===== config.mk =====
export PLATFORM = sky130hd
export DESIGN_NAME = dnn_conv_lanes_flat
export DESIGN_NICKNAME = d
export VERILOG_FILES = /design/src/rtl/dnn_conv_lanes_if.sv /design/src/rtl/dnn_conv_lanes.sv /design/src/flat_wrapper.sv
export SDC_FILE = /design/constraint.sdc
export NUM_CORES = 2
export LEC_CHECK = 0
export BUFFER_PORTS_ARGS = -buffer_cell sky130_fd_sc_hd__buf_2
export CAP_MARGIN = 40
export CORE_ASPECT_RATIO = 1.4
export CORE_MARGIN = 2
export CORE_UTILIZATION = 66
export CTS_CLUSTER_DIAMETER = 200
export CTS_CLUSTER_SIZE = 12
export DETAILED_ROUTE_END_ITERATION = 8
export PLACE_DENSITY = 0.84
export SLEW_MARGIN = 20
export SYNTH_ARGS = -nofsm -noshare
export SYNTH_HDL_FRONTEND = slang
export SYNTH_SLANG_ARGS = --single-unit
export TNS_END_PERCENT = 50

===== constraint.sdc =====
create_clock -name clk -period 17.6 [get_ports clk]
set_clock_uncertainty 0.2 [all_clocks]
set_input_delay 0.88 -clock clk [delete_from_list [all_inputs] [get_ports clk]]
set_output_delay 0.88 -clock clk [all_outputs]
set_load 0.1 [all_outputs]

===== src/rtl/dnn_conv_lanes_if.sv =====
// Memory-side bundle of dnn_conv_lanes: activation read, weight read and result write
// ports, each a valid/ready handshake with a word address.
interface dnn_conv_lanes_if #(
    parameter int DATA_W = 8,
    parameter int ACC_W  = 32,
    parameter int LANES  = 4,
    parameter int ADDR_W = 16
);
    logic                      in_valid;
    logic                      in_ready;
    logic [ADDR_W-1:0]         in_addr;
    logic [DATA_W-1:0]         in_rdata;

    logic                      wt_valid;
    logic                      wt_ready;
    logic [ADDR_W-1:0]         wt_addr;
    logic [LANES*DATA_W-1:0]   wt_rdata;

    logic                      out_valid;
    logic                      out_ready;
    logic [ADDR_W-1:0]         out_addr;
    logic [ACC_W-1:0]          out_wdata;

    // Compute core side: issues requests.
    modport master (
        output in_valid, in_addr,
        input  in_ready, in_rdata,
        output wt_valid, wt_addr,
        input  wt_ready, wt_rdata,
        output out_valid, out_addr, out_wdata,
        input  out_ready
    );

    // Memory side: answers requests.
    modport slave (
        input  in_valid, in_addr,
        output in_ready, in_rdata,
        input  wt_valid, wt_addr,
        output wt_ready, wt_rdata,
        input  out_valid, out_addr, out_wdata,
        output out_ready
    );
endinterface


===== src/rtl/dnn_conv_lanes.sv =====
// Multi-lane DNN compute core: stride-1 unpadded convolution or fully-connected layer,
// LANES output channels per pass, with all loop counters and address generation local.
module dnn_conv_lanes #(
    parameter int DATA_W = 8,
    parameter int ACC_W  = 32,
    parameter int LANES  = 4,
    parameter int ADDR_W = 16,
    parameter int DIM_W  = 8
) (
    input  logic               clk,
    input  logic               rst,
    input  logic               i_start,
    input  logic               i_conv,
    input  logic               i_relu,
    input  logic [DIM_W-1:0]   i_cfg_c,
    input  logic [DIM_W-1:0]   i_cfg_h,
    input  logic [DIM_W-1:0]   i_cfg_w,
    input  logic [DIM_W-1:0]   i_cfg_r,
    input  logic [DIM_W-1:0]   i_cfg_s,
    input  logic [DIM_W-1:0]   i_cfg_m,
    output logic               o_busy,
    output logic               o_done,
    dnn_conv_lanes_if.master   io_mem
);

    localparam int LW = (LANES > 1) ? $clog2(LANES) : 1;
    localparam int PW = 2 * DATA_W;
    localparam logic [DIM_W-1:0] DimOne = DIM_W'(1);
    localparam logic [31:0]      LanesW = 32'(LANES);

    localparam logic [2:0] StIdle  = 3'd0;
    localparam logic [2:0] StSetup = 3'd1;
    localparam logic [2:0] StFetch = 3'd2;
    localparam logic [2:0] StMac   = 3'd3;
    localparam logic [2:0] StWrite = 3'd4;
    localparam logic [2:0] StDone  = 3'd5;

    logic [2:0]               r_state, w_state_d;
    logic [DIM_W-1:0]         r_cfg_c, r_cfg_h, r_cfg_w, r_cfg_r, r_cfg_s, r_cfg_m;
    logic [DIM_W-1:0]         w_cfg_c_d, w_cfg_h_d, w_cfg_w_d, w_cfg_r_d, w_cfg_s_d, w_cfg_m_d;
    logic                     r_relu, w_relu_d;
    logic [DIM_W-1:0]         r_cnt_g, r_cnt_p, r_cnt_q, r_cnt_c, r_cnt_r, r_cnt_s;
    logic [DIM_W-1:0]         w_cnt_g_d, w_cnt_p_d, w_cnt_q_d, w_cnt_c_d, w_cnt_r_d, w_cnt_s_d;
    logic [LW-1:0]            r_lane, w_lane_d;
    logic                     r_in_valid, w_in_valid_d;
    logic                     r_wt_valid, w_wt_valid_d;
    logic [DATA_W-1:0]        r_in_data, w_in_data_d;
    logic [LANES*DATA_W-1:0]  r_wt_data, w_wt_data_d;
    logic [ACC_W-1:0]         r_acc [LANES];
    logic [ACC_W-1:0]         w_acc_d [LANES];
    logic [PW-1:0]            w_prod [LANES];

    function automatic logic [ADDR_W-1:0] f_ext(input logic [DIM_W-1:0] v);
        return ADDR_W'(v);
    endfunction

    // Address arithmetic is done at ADDR_W width; wrap-around equals truncation.
    logic [ADDR_W-1:0] w_hw, w_rs, w_crs, w_q, w_pq;
    logic [31:0]       w_m;
    logic              w_zero, w_last_s, w_last_r, w_last_c, w_last_q, w_last_p, w_last_g;
    logic              w_lane_last, w_in_fire, w_wt_fire, w_out_fire;
    logic [ACC_W-1:0]  w_acc_sel;

    // Layer geometry, loop-end flags and handshake completions.
    always_comb begin
        w_hw  = f_ext(r_cfg_h) * f_ext(r_cfg_w);
        w_rs  = f_ext(r_cfg_r) * f_ext(r_cfg_s);
        w_crs = f_ext(r_cfg_c) * w_rs;
        w_q   = f_ext(r_cfg_w) - f_ext(r_cfg_s) + ADDR_W'(1);
        w_pq  = (f_ext(r_cfg_h) - f_ext(r_cfg_r) + ADDR_W'(1)) * w_q;
        w_m   = 32'(r_cnt_g) * LanesW + 32'(r_lane);
        // R=0 or S=0 leaves no window to sum over, so it is treated as no work as well.
        w_zero = (r_cfg_c == '0) || (r_cfg_m == '0) || (r_cfg_r == '0) || (r_cfg_s == '0) ||
                 (r_cfg_r > r_cfg_h) || (r_cfg_s > r_cfg_w);
        w_last_s = (r_cnt_s == r_cfg_s - DimOne);
        w_last_r = (r_cnt_r == r_cfg_r - DimOne);
        w_last_c = (r_cnt_c == r_cfg_c - DimOne);
        w_last_q = (r_cnt_q == r_cfg_w - r_cfg_s);
        w_last_p = (r_cnt_p == r_cfg_h - r_cfg_r);
        w_last_g = ((32'(r_cnt_g) + 32'd1) * LanesW) >= 32'(r_cfg_m);
        w_lane_last = (r_lane == LW'(LANES - 1)) || ((w_m + 32'd1) >= 32'(r_cfg_m));
        w_in_fire  = r_in_valid && io_mem.in_ready;
        w_wt_fire  = r_wt_valid && io_mem.wt_ready;
        w_out_fire = (r_state == StWrite) && io_mem.out_ready;
        w_acc_sel  = r_acc[r_lane];
    end

    // Full-width signed products of the latched activation with each lane's weight.
    always_comb begin
        for (int l = 0; l < LANES; l++) begin
            w_prod[l] = {{DATA_W{r_in_data[DATA_W-1]}}, r_in_data} *
                        {{DATA_W{r_wt_data[l*DATA_W+DATA_W-1]}}, r_wt_data[l*DATA_W +: DATA_W]};
        end
    end

    // Next-state logic for the FSM, loop counters, read latches and accumulators.
    always_comb begin
        w_state_d    = r_state;
        w_cfg_c_d    = r_cfg_c;
        w_cfg_h_d    = r_cfg_h;
        w_cfg_w_d    = r_cfg_w;
        w_cfg_r_d    = r_cfg_r;
        w_cfg_s_d    = r_cfg_s;
        w_cfg_m_d    = r_cfg_m;
        w_relu_d     = r_relu;
        w_cnt_g_d    = r_cnt_g;
        w_cnt_p_d    = r_cnt_p;
        w_cnt_q_d    = r_cnt_q;
        w_cnt_c_d    = r_cnt_c;
        w_cnt_r_d    = r_cnt_r;
        w_cnt_s_d    = r_cnt_s;
        w_lane_d     = r_lane;
        w_in_valid_d = r_in_valid;
        w_wt_valid_d = r_wt_valid;
        w_in_data_d  = r_in_data;
        w_wt_data_d  = r_wt_data;
        for (int l = 0; l < LANES; l++) w_acc_d[l] = r_acc[l];

        case (r_state)
            StIdle: begin
                if (i_start) begin
                    w_state_d = StSetup;
                    w_cfg_c_d = i_cfg_c;
                    w_cfg_m_d = i_cfg_m;
                    // A fully-connected layer is a 1x1 convolution over a 1x1 image.
                    w_cfg_h_d = i_conv ? i_cfg_h : DimOne;
                    w_cfg_w_d = i_conv ? i_cfg_w : DimOne;
                    w_cfg_r_d = i_conv ? i_cfg_r : DimOne;
                    w_cfg_s_d = i_conv ? i_cfg_s : DimOne;
                    w_relu_d  = i_relu;
                    w_cnt_g_d = '0;
                    w_cnt_p_d = '0;
                    w_cnt_q_d = '0;
                    w_cnt_c_d = '0;
                    w_cnt_r_d = '0;
                    w_cnt_s_d = '0;
                    w_lane_d  = '0;
                    for (int l = 0; l < LANES; l++) w_acc_d[l] = '0;
                end
            end
            StSetup: begin
                if (w_zero) begin
                    w_state_d = StDone;
                end else begin
                    w_state_d    = StFetch;
                    w_in_valid_d = 1'b1;
                    w_wt_valid_d = 1'b1;
                end
            end
            StFetch: begin
                if (w_in_fire) begin
                    w_in_valid_d = 1'b0;
                    w_in_data_d  = io_mem.in_rdata;
                end
                if (w_wt_fire) begin
                    w_wt_valid_d = 1'b0;
                    w_wt_data_d  = io_mem.wt_rdata;
                end
                if ((!r_in_valid || io_mem.in_ready) && (!r_wt_valid || io_mem.wt_ready)) begin
                    w_state_d = StMac;
                end
            end
            StMac: begin
                for (int l = 0; l < LANES; l++) begin
                    w_acc_d[l] = r_acc[l] + {{(ACC_W-PW){w_prod[l][PW-1]}}, w_prod[l]};
                end
                w_state_d    = StFetch;
                w_in_valid_d = 1'b1;
                w_wt_valid_d = 1'b1;
                if (!w_last_s) begin
                    w_cnt_s_d = r_cnt_s + DimOne;
                end else begin
                    w_cnt_s_d = '0;
                    if (!w_last_r) begin
                        w_cnt_r_d = r_cnt_r + DimOne;
                    end else begin
                        w_cnt_r_d = '0;
                        if (!w_last_c) begin
                            w_cnt_c_d = r_cnt_c + DimOne;
                        end else begin
                            w_cnt_c_d    = '0;
                            w_state_d    = StWrite;
                            w_in_valid_d = 1'b0;
                            w_wt_valid_d = 1'b0;
                            w_lane_d     = '0;
                        end
                    end
                end
            end
            StWrite: begin
                if (w_out_fire) begin
                    if (!w_lane_last) begin
                        w_lane_d = r_lane + LW'(1);
                    end else begin
                        w_lane_d = '0;
                        for (int l = 0; l < LANES; l++) w_acc_d[l] = '0;
                        w_state_d    = StFetch;
                        w_in_valid_d = 1'b1;
                        w_wt_valid_d = 1'b1;
                        if (!w_last_q) begin
                            w_cnt_q_d = r_cnt_q + DimOne;
                        end else begin
                            w_cnt_q_d = '0;
                            if (!w_last_p) begin
                                w_cnt_p_d = r_cnt_p + DimOne;
                            end else begin
                                w_cnt_p_d = '0;
                                if (!w_last_g) begin
                                    w_cnt_g_d = r_cnt_g + DimOne;
                                end else begin
                                    w_state_d    = StDone;
                                    w_in_valid_d = 1'b0;
                                    w_wt_valid_d = 1'b0;
                                end
                            end
                        end
                    end
                end
            end
            StDone:  w_state_d = StIdle;
            default: w_state_d = StIdle;
        endcase
    end

    // State registers; reset aborts any layer in flight.
    always_ff @(posedge clk or posedge rst) begin
        if (rst) begin
            r_state    <= StIdle;
            r_cfg_c    <= '0;
            r_cfg_h    <= '0;
            r_cfg_w    <= '0;
            r_cfg_r    <= '0;
            r_cfg_s    <= '0;
            r_cfg_m    <= '0;
            r_relu     <= 1'b0;
            r_cnt_g    <= '0;
            r_cnt_p    <= '0;
            r_cnt_q    <= '0;
            r_cnt_c    <= '0;
            r_cnt_r    <= '0;
            r_cnt_s    <= '0;
            r_lane     <= '0;
            r_in_valid <= 1'b0;
            r_wt_valid <= 1'b0;
            r_in_data  <= '0;
            r_wt_data  <= '0;
            for (int l = 0; l < LANES; l++) r_acc[l] <= '0;
        end else begin
            r_state    <= w_state_d;
            r_cfg_c    <= w_cfg_c_d;
            r_cfg_h    <= w_cfg_h_d;
            r_cfg_w    <= w_cfg_w_d;
            r_cfg_r    <= w_cfg_r_d;
            r_cfg_s    <= w_cfg_s_d;
            r_cfg_m    <= w_cfg_m_d;
            r_relu     <= w_relu_d;
            r_cnt_g    <= w_cnt_g_d;
            r_cnt_p    <= w_cnt_p_d;
            r_cnt_q    <= w_cnt_q_d;
            r_cnt_c    <= w_cnt_c_d;
            r_cnt_r    <= w_cnt_r_d;
            r_cnt_s    <= w_cnt_s_d;
            r_lane     <= w_lane_d;
            r_in_valid <= w_in_valid_d;
            r_wt_valid <= w_wt_valid_d;
            r_in_data  <= w_in_data_d;
            r_wt_data  <= w_wt_data_d;
            for (int l = 0; l < LANES; l++) r_acc[l] <= w_acc_d[l];
        end
    end

    // Outputs decode from registered state/counters, so reset clears them at once.
    always_comb begin
        o_busy = (r_state != StIdle) && (r_state != StDone);
        o_done = (r_state == StDone);
        io_mem.in_valid  = r_in_valid;
        io_mem.wt_valid  = r_wt_valid;
        io_mem.out_valid = (r_state == StWrite);
        io_mem.in_addr   = f_ext(r_cnt_c) * w_hw +
                           (f_ext(r_cnt_p) + f_ext(r_cnt_r)) * f_ext(r_cfg_w) +
                           f_ext(r_cnt_q) + f_ext(r_cnt_s);
        io_mem.wt_addr   = f_ext(r_cnt_g) * w_crs + f_ext(r_cnt_c) * w_rs +
                           f_ext(r_cnt_r) * f_ext(r_cfg_s) + f_ext(r_cnt_s);
        io_mem.out_addr  = ADDR_W'(w_m) * w_pq + f_ext(r_cnt_p) * w_q + f_ext(r_cnt_q);
        io_mem.out_wdata = (r_relu && w_acc_sel[ACC_W-1]) ? '0 : w_acc_sel;
    end

endmodule


===== src/flat_wrapper.sv =====
// flat-port wrapper written by rule: the top's interface ports become plain ports
module dnn_conv_lanes_flat 
#(
    parameter int DATA_W = 8,
    parameter int ACC_W  = 32,
    parameter int LANES  = 4,
    parameter int ADDR_W = 16,
    parameter int DIM_W  = 8
)
  (clk, rst, i_start, i_conv, i_relu, i_cfg_c, i_cfg_h, i_cfg_w, i_cfg_r, i_cfg_s, i_cfg_m, o_busy, o_done, io_mem_in_valid, io_mem_in_addr, io_mem_in_ready, io_mem_in_rdata, io_mem_wt_valid, io_mem_wt_addr, io_mem_wt_ready, io_mem_wt_rdata, io_mem_out_valid, io_mem_out_addr, io_mem_out_wdata, io_mem_out_ready);
  dnn_conv_lanes_if #(.DATA_W(DATA_W), .ACC_W(ACC_W), .LANES(LANES), .ADDR_W(ADDR_W)) io_mem_i ();
  input  logic clk;
  input  logic rst;
  input  logic i_start;
  input  logic i_conv;
  input  logic i_relu;
  input  logic [DIM_W-1:0] i_cfg_c;
  input  logic [DIM_W-1:0] i_cfg_h;
  input  logic [DIM_W-1:0] i_cfg_w;
  input  logic [DIM_W-1:0] i_cfg_r;
  input  logic [DIM_W-1:0] i_cfg_s;
  input  logic [DIM_W-1:0] i_cfg_m;
  output logic o_busy;
  output logic o_done;
  output wire logic [$bits(io_mem_i.in_valid)-1:0] io_mem_in_valid;
  output wire logic [$bits(io_mem_i.in_addr)-1:0] io_mem_in_addr;
  input wire logic [$bits(io_mem_i.in_ready)-1:0] io_mem_in_ready;
  input wire logic [$bits(io_mem_i.in_rdata)-1:0] io_mem_in_rdata;
  output wire logic [$bits(io_mem_i.wt_valid)-1:0] io_mem_wt_valid;
  output wire logic [$bits(io_mem_i.wt_addr)-1:0] io_mem_wt_addr;
  input wire logic [$bits(io_mem_i.wt_ready)-1:0] io_mem_wt_ready;
  input wire logic [$bits(io_mem_i.wt_rdata)-1:0] io_mem_wt_rdata;
  output wire logic [$bits(io_mem_i.out_valid)-1:0] io_mem_out_valid;
  output wire logic [$bits(io_mem_i.out_addr)-1:0] io_mem_out_addr;
  output wire logic [$bits(io_mem_i.out_wdata)-1:0] io_mem_out_wdata;
  input wire logic [$bits(io_mem_i.out_ready)-1:0] io_mem_out_ready;
  assign io_mem_in_valid = io_mem_i.in_valid;
  assign io_mem_in_addr = io_mem_i.in_addr;
  assign io_mem_i.in_ready = io_mem_in_ready;
  assign io_mem_i.in_rdata = io_mem_in_rdata;
  assign io_mem_wt_valid = io_mem_i.wt_valid;
  assign io_mem_wt_addr = io_mem_i.wt_addr;
  assign io_mem_i.wt_ready = io_mem_wt_ready;
  assign io_mem_i.wt_rdata = io_mem_wt_rdata;
  assign io_mem_out_valid = io_mem_i.out_valid;
  assign io_mem_out_addr = io_mem_i.out_addr;
  assign io_mem_out_wdata = io_mem_i.out_wdata;
  assign io_mem_i.out_ready = io_mem_out_ready;
  dnn_conv_lanes #(.DATA_W(DATA_W), .ACC_W(ACC_W), .LANES(LANES), .ADDR_W(ADDR_W), .DIM_W(DIM_W)) u_core (.clk(clk), .rst(rst), .i_start(i_start), .i_conv(i_conv), .i_relu(i_relu), .i_cfg_c(i_cfg_c), .i_cfg_h(i_cfg_h), .i_cfg_w(i_cfg_w), .i_cfg_r(i_cfg_r), .i_cfg_s(i_cfg_s), .i_cfg_m(i_cfg_m), .o_busy(o_busy), .o_done(o_done), .io_mem(io_mem_i));
endmodule

Word level (Yosys, flattened, before mapping)
Index checks and enable logic that the tools add are counted.
{"block": "word_totals", "register_bits": 272, "latch_bits": 0, "mem_bits_rw": 0, "mem_bits_ro": 0, "inputBits": 96, "out_inout_bits": 85, "word_cells": 210, "n_memories": 0}
{"block": "classes", "add_sub_neg": 32, "n_mul": 15, "n_div": 0, "order_cmp": 5, "eq_ne": 25, "shifts": 0, "mux": 69, "bitwise": 1, "n_reduce_logical": 40}
{"operator": "two-way mux 128 bit", "count": 3}
{"operator": "one-hot mux 128 bit (3 select lines)", "count": 1}
{"operator": "two-way mux 8 bit", "count": 23}
{"operator": "adder 32 bit", "count": 4}
{"operator": "multiplier 8 x 8 -> 16 bit", "count": 7}
{"operator": "two-way mux 32 bit", "count": 3}
{"operator": "one-hot mux 8 bit (2 select lines)", "count": 6}
{"operator": "multiplier 8 x 16 -> 16 bit", "count": 5}
{"operator": "adder 16 bit", "count": 4}
{"operator": "adder 16 x 8 -> 16 bit", "count": 4}
{"operator": "binary-select mux 32 bit (select 2 bit)", "count": 1}
{"operator": ">= comparator 32 x 8 -> 1 bit", "count": 2}
{"operator": "adder 8 x 1 -> 8 bit, second input constant", "count": 6}
{"operator": "equality test 8 bit", "count": 5}
{"operator": "two-way mux 3 bit", "count": 11}
{"operator": "adder 16 x 1 -> 16 bit, second input constant", "count": 2}
{"operator": "adder 32 x 1 -> 32 bit, second input constant", "count": 1}
{"operator": "zero test 8 bit", "count": 4}
{"operator": "multiplier 16 x 16 -> 16 bit", "count": 2}
{"operator": "subtractor 8 x 1 -> 8 bit, second input constant", "count": 3}
{"operator": "inequality test 2 x 1 -> 1 bit, second input constant", "count": 10}
{"operator": "subtractor 8 x 8 -> 9 bit", "count": 2}
{"operator": "> comparator 8 bit", "count": 2}
{"operator": "multiplier 16 x 8 -> 16 bit", "count": 1}
{"operator": "31 further kinds", "count": 75}

Longest topological paths before layout
{"block": "depth", "depth_word": 8, "mapped_depth": 54, "mapped_depth_nobuf": 52}

Worst setup path after synthesis
No wires, ideal clock.
{"block": "synth_path", "path_kind": "flip-flop to output port", "startpoint": "reg u_core.r_cfg_s[2]", "endpoint": "out io_mem_wt_addr[15]", "arrival_time_ns": 14.439, "t_required_ns": 16.520, "path_slack_ns": 2.081, "stages_incl_launch_ff": 52, "n_path_buf": 3, "cell_sequence": "dfrtp_1 > clkbuf_1 > clkbuf_1 > nand2_1 > fa_1 > inv_1 > fa_1 > fa_1 > inv_1 > fa_1 > inv_1 > ha_1 > o21a_1 > a21o_1 > a21oi_1 > xnor2_1 > clkbuf_1 > nand2_1 > (+16 left out) > fa_1 > inv_1 > fa_1 > inv_1 > fa_1 > fa_1 > xnor2_1 > xnor2_1 > xnor2_1 > xnor2_1 > xnor2_1 > xnor2_1 > xnor3_1 > xnor2_1 > xnor2_1 > xnor2_1 > xnor2_1 > xnor2_1"}
{"block": "synth_via", "elab_chain_cells": 6, "elab_cells_between_ends": 8, "classes_between": "add/sub (3); mul (5)"}
{"element": "from (decl)", "line_no": "dnn_conv_lanes.sv:39", "text": "logic [DIM_W-1:0] r_cfg_c, r_cfg_h, r_cfg_w, r_cfg_r, r_cfg_s, r_cfg_m;"}
{"element": "from (signal assigned)", "line_no": "dnn_conv_lanes.sv:254", "text": "r_cfg_s <= w_cfg_s_d;"}
{"element": "multiplier 8 x 8 -> 16 bit", "line_no": "dnn_conv_lanes.sv:67", "text": "w_rs = f_ext(r_cfg_r) * f_ext(r_cfg_s);"}
{"element": "multiplier 8 x 16 -> 16 bit", "line_no": "dnn_conv_lanes.sv:68", "text": "w_crs = f_ext(r_cfg_c) * w_rs;"}
{"element": "multiplier 8 x 16 -> 16 bit", "line_no": "dnn_conv_lanes.sv:282", "text": "io_mem.wt_addr = f_ext(r_cnt_g) * w_crs + f_ext(r_cnt_c) * w_rs +"}
{"element": "adder 16 bit", "line_no": "dnn_conv_lanes.sv:282"}
{"element": "adder 16 bit *", "line_no": "dnn_conv_lanes.sv:282"}
{"element": "adder 16 x 8 -> 16 bit *", "line_no": "dnn_conv_lanes.sv:283", "text": "f_ext(r_cnt_r) * f_ext(r_cfg_s) + f_ext(r_cnt_s);"}
{"element": "to (decl)", "line_no": "flat_wrapper.sv:30", "text": "output wire logic [$bits(io_mem_i.wt_addr)-1:0] io_mem_wt_addr;"}
Every way passes the cells marked *; elsewhere a longest branch is shown, timed or not.

Worst setup path after layout
{"block": "layout_path", "startpoint": "reg u_core.r_cfg_r[0]", "endpoint": "out io_mem_wt_addr[15]"}
{"block": "layout_via", "elab_chain_cells": 6, "elab_cells_between_ends": 7, "classes_between": "add/sub (3); mul (4)"}
{"element": "from (decl)", "line_no": "dnn_conv_lanes.sv:39"}
{"element": "from (signal assigned)", "line_no": "dnn_conv_lanes.sv:253", "text": "r_cfg_r <= w_cfg_r_d;"}
{"element": "multiplier 8 x 8 -> 16 bit *", "line_no": "dnn_conv_lanes.sv:67"}
{"element": "multiplier 8 x 16 -> 16 bit", "line_no": "dnn_conv_lanes.sv:68"}
{"element": "multiplier 8 x 16 -> 16 bit", "line_no": "dnn_conv_lanes.sv:282"}
{"element": "adder 16 bit * (2 in a row)", "line_no": "dnn_conv_lanes.sv:282"}
{"element": "adder 16 x 8 -> 16 bit *", "line_no": "dnn_conv_lanes.sv:283"}
Marks and branches as above.

==> results summary <==
The run finished, with violations left. The checks that failed: design-rule violations. Each instance of the synthesized netlist takes up on average 8.95 µm². In the final layout, the multi-input gates occupy 48000 µm². Setup violations remaining at the end of the flow were counted as 0.

After detailed routing, the total wire length is 165000 µm. In this run the cell area of the synthesized design comes to 60300 µm². The number of filler instances in the final layout is 6921.

The worst path needs 16.05 ns of the cycle, external delays included. In this run the clock root is driven by a sky130_fd_sc_hd__clkbuf_16. Counting every net in the synthesized netlist gives 8439. The die width is 260 µm. The number of antenna violations at the first check in global routing is 6. The quantity of I/O buffers inserted on ports came out at 180. Gates resized during post-CTS repair numbered 0. The number of clock sinks came out at 272.

The worst setup path is launched from a flop. Broken down by cell family, the worst path's largest delay share belongs to adder cells. The share of the Yosys chip area taken by registers is 0.113.

Setup repair after global routing left no endpoint under its margin. The Yosys warning count is 0. The violation count after the first detailed-route iteration is 3188. The initial utilization of the core area, before any placement, comes to 0.665. Timing would allow up to 62.3 MHz. The class of the worst hold path is in -> async. The height of the die came out at 362 µm. The final global-route overflow total came out at 0.

STA classifies the critical path endpoint as an output port. The fraction of layout instances using a drive strength above 1 came out at 0.0650. The setup total negative slack is 0 ns.

The commonest register cell after synthesis is sky130_fd_sc_hd__dfrtp_1. The register with the most flip-flops is u_core.r_acc. The largest individual stage delay along the critical path comes from the cell sky130_fd_sc_hd__dfrtp_1. The area enclosed by the die boundary came out at 93900 µm². The worst slew margin relative to its limit is 0.349. After legalization and detailed placement, the total HPWL measured 134000 µm. The post-detailed-route DRC marker count came out at 1. The largest fanout on the critical path came out at 18.

TritonCTS built the clock tree. The synthesis-to-layout area growth is 5.15%. The required time of the worst setup path came out at 16.52 ns. The largest registers in the layout are u_core.r_acc (128), u_core.r_wt_data (32). Counting every instance in the synthesized netlist gives 6746. The worst-case clock buffer depth came out at 3.

The number of rows created at floorplan came out at 131. The number of nets in the finished design came out at 8493. The number of endpoints with negative hold slack in the final report came to 0. The core region is 90800 µm².

The TritonCTS buffer count came out at 26. The overall global routing resource usage came out at 0.363. Of the available clock period, the critical path in the final layout requires 0.912. The H-tree depth is 1. The number of buffers and inverters on the critical path is 10. The average via count per standard cell is 5.93. The count of nets left with antenna violations once routing finished came out at 0.

The arrival time of the worst setup path is 14.97 ns. In the final layout, flip-flops and latches occupy 6810 µm². The register with the most flip-flops in the layout has 128 of them.

At the pin with the least slew margin, the transition time is 0.952 ns. The cell that appears most often on the critical path is sky130_fd_sc_hd__fa_1. The first global-routing pass estimated 266000 µm of wire.

The number of slew-limit violations in the final report is 0. Clock latency on the worst-skew pair, taken at its later pin, is 0.66 ns. Yosys mapped a number of flops with a built-in enable equal to 0. The number of post-CTS setup repair buffers is 0.

181 I/O pins were placed. The total number of vias came out at 47500. The critical path in this run is classified as reg -> out. Counting flops and latches in the post-synthesis netlist gives 272.

In the final routed layout, each cell accounts on average for 20.7 µm. The global placer's final weighted congestion came out at 1.01. The via count of the first global-routing pass came out at 51400. The clock transition time at the flip-flop clock pins of the worst setup and hold paths came out at 0.06 ns. The distinct cell type count after synthesis is 77. The async set-or-reset flop fraction in the synthesized netlist is 1.00. The tool flagged a number of max-cap violations equal to 0. The iteration count of the initial detailed-routing pass came out at 9. Entering global routing, the biggest net connects 85 pins. The hold-fix buffer count after cts came out at 0. The largest stage delay on the critical path is 0.83 ns.
-- cell usage after synthesis, types with 111 or more instances --
master,count,area share
sky130_fd_sc_hd__xor2_1,111,0.016
sky130_fd_sc_hd__and2_1,594,0.062
sky130_fd_sc_hd__dfrtp_1,272,0.11
sky130_fd_sc_hd__a21oi_1,205,0.017
sky130_fd_sc_hd__xnor2_1,344,0.050
sky130_fd_sc_hd__o21ai_0,252,0.021
sky130_fd_sc_hd__nor2_1,179,0.011
sky130_fd_sc_hd__ha_1,650,0.13
sky130_fd_sc_hd__fa_1,947,0.31
sky130_fd_sc_hd__clkbuf_1,236,0.015
sky130_fd_sc_hd__inv_1,1228,0.076
sky130_fd_sc_hd__nand2_1,800,0.050
-- metal layers --
layer	track usage	wire, µm
met1	0.389	55300
met2	0.642	84000
met3	0.0606	11500
met4	0.268	14700
met5	0	50
-- kinds of logic after synthesis --
| kind of cell | after synthesis | synth area share |
|---|---|---|
| and+or+nand+nor | 1993 | 0.164 |
| adders and majority gates | 1597 | 0.449 |
| buffers and inverters | 1487 | 0.0926 |
| AOI/OAI and AO/OA | 835 | 0.0871 |
| xor gates and xnor gates | 471 | 0.0715 |
| DFF | 272 | 0.113 |
| muxes | 91 | 0.0228 |
-- cell type report --
| class | count | area share |
|---|---|---|
| well taps | 1197 | 0.0236 |
| flip-flops and latches | 272 | 0.107 |
| multi-input cells | 4987 | 0.757 |
| inverters | 1232 | 0.0730 |
| clock buffers | 29 | 0.0107 |
| repair buffers | 281 | 0.0281 |
| clock inverters | 1 | 0.000473 |
| diodes | 2 | 0.0000789 |
-- worst paths after layout --
check | startpoint | end | slack (ns) | cells past startpoint
setup reg to reg | u_core.r_in_data[5]$_DFFE_PP0P_ | u_core.r_acc[61]$_DFFE_PP0P_ | 8.31 | 32
setup / recovery | u_core.r_cfg_r[0]$_DFFE_PP0P_ | io_mem_wt_addr[15] | 1.55 | 51
min in group clk | i_cfg_c[4] | u_core.r_cfg_c[4]$_DFFE_PP0P_ | 0.25 | 2
hold / removal | rst | u_core.r_relu$_DFFE_PP0P_ | 0.11 | 2
hold reg to reg | u_core.r_acc[37]$_DFFE_PP0P_ | u_core.r_acc[37]$_DFFE_PP0P_ | 0.32 | 2
max in group asynchronous | rst | u_core.r_wt_data[18]$_DFFE_PP0P_ | 15.42 | 6
-- placed cells by master (no fill, tap or decap), types with 73 or more instances in the layout --
| master | count |
|---|---|
| sky130_fd_sc_hd__ha_1 | 650 |
| sky130_fd_sc_hd__a21o_1 | 108 |
| sky130_fd_sc_hd__xnor2_1 | 340 |
| sky130_fd_sc_hd__nand2b_1 | 73 |
| sky130_fd_sc_hd__buf_4 | 86 |
| sky130_fd_sc_hd__and2_1 | 593 |
| sky130_fd_sc_hd__nor2_1 | 179 |
| sky130_fd_sc_hd__buf_2 | 180 |
| sky130_fd_sc_hd__o21ai_0 | 252 |
| sky130_fd_sc_hd__xor2_1 | 110 |
| sky130_fd_sc_hd__nand2_1 | 797 |
| sky130_fd_sc_hd__inv_1 | 1227 |
| sky130_fd_sc_hd__a21oi_1 | 205 |
| sky130_fd_sc_hd__dfrtp_1 | 270 |
| sky130_fd_sc_hd__fa_1 | 947 |
-- stage by stage --
| step | instance area [µm²] | util | hold slack, ns | cells | worst slack [ns] |
|---|---|---|---|---|---|
| 4_1_cts | 63300 | 0.697 | 0.164 | 7989 | 1.63 |
| 2_1_floorplan | 60300 | - | 0.272 | 6746 | 2.08 |
| 6_report | 63500 | 0.699 | 0.111 | 8001 | 1.55 |
| 5_1_grt | 63500 | 0.699 | 0.183 | 8001 | 0.923 |
| 3_5_place_dp | 62600 | 0.689 | 0.297 | 7959 | 2.31 |
| 3_3_place_gp | 62500 | 0.688 | 0.288 | 7950 | 2.48 |
Power is not shown: default switching activity piles up to over one toggle a cycle in this logic, so the estimate is an artifact.
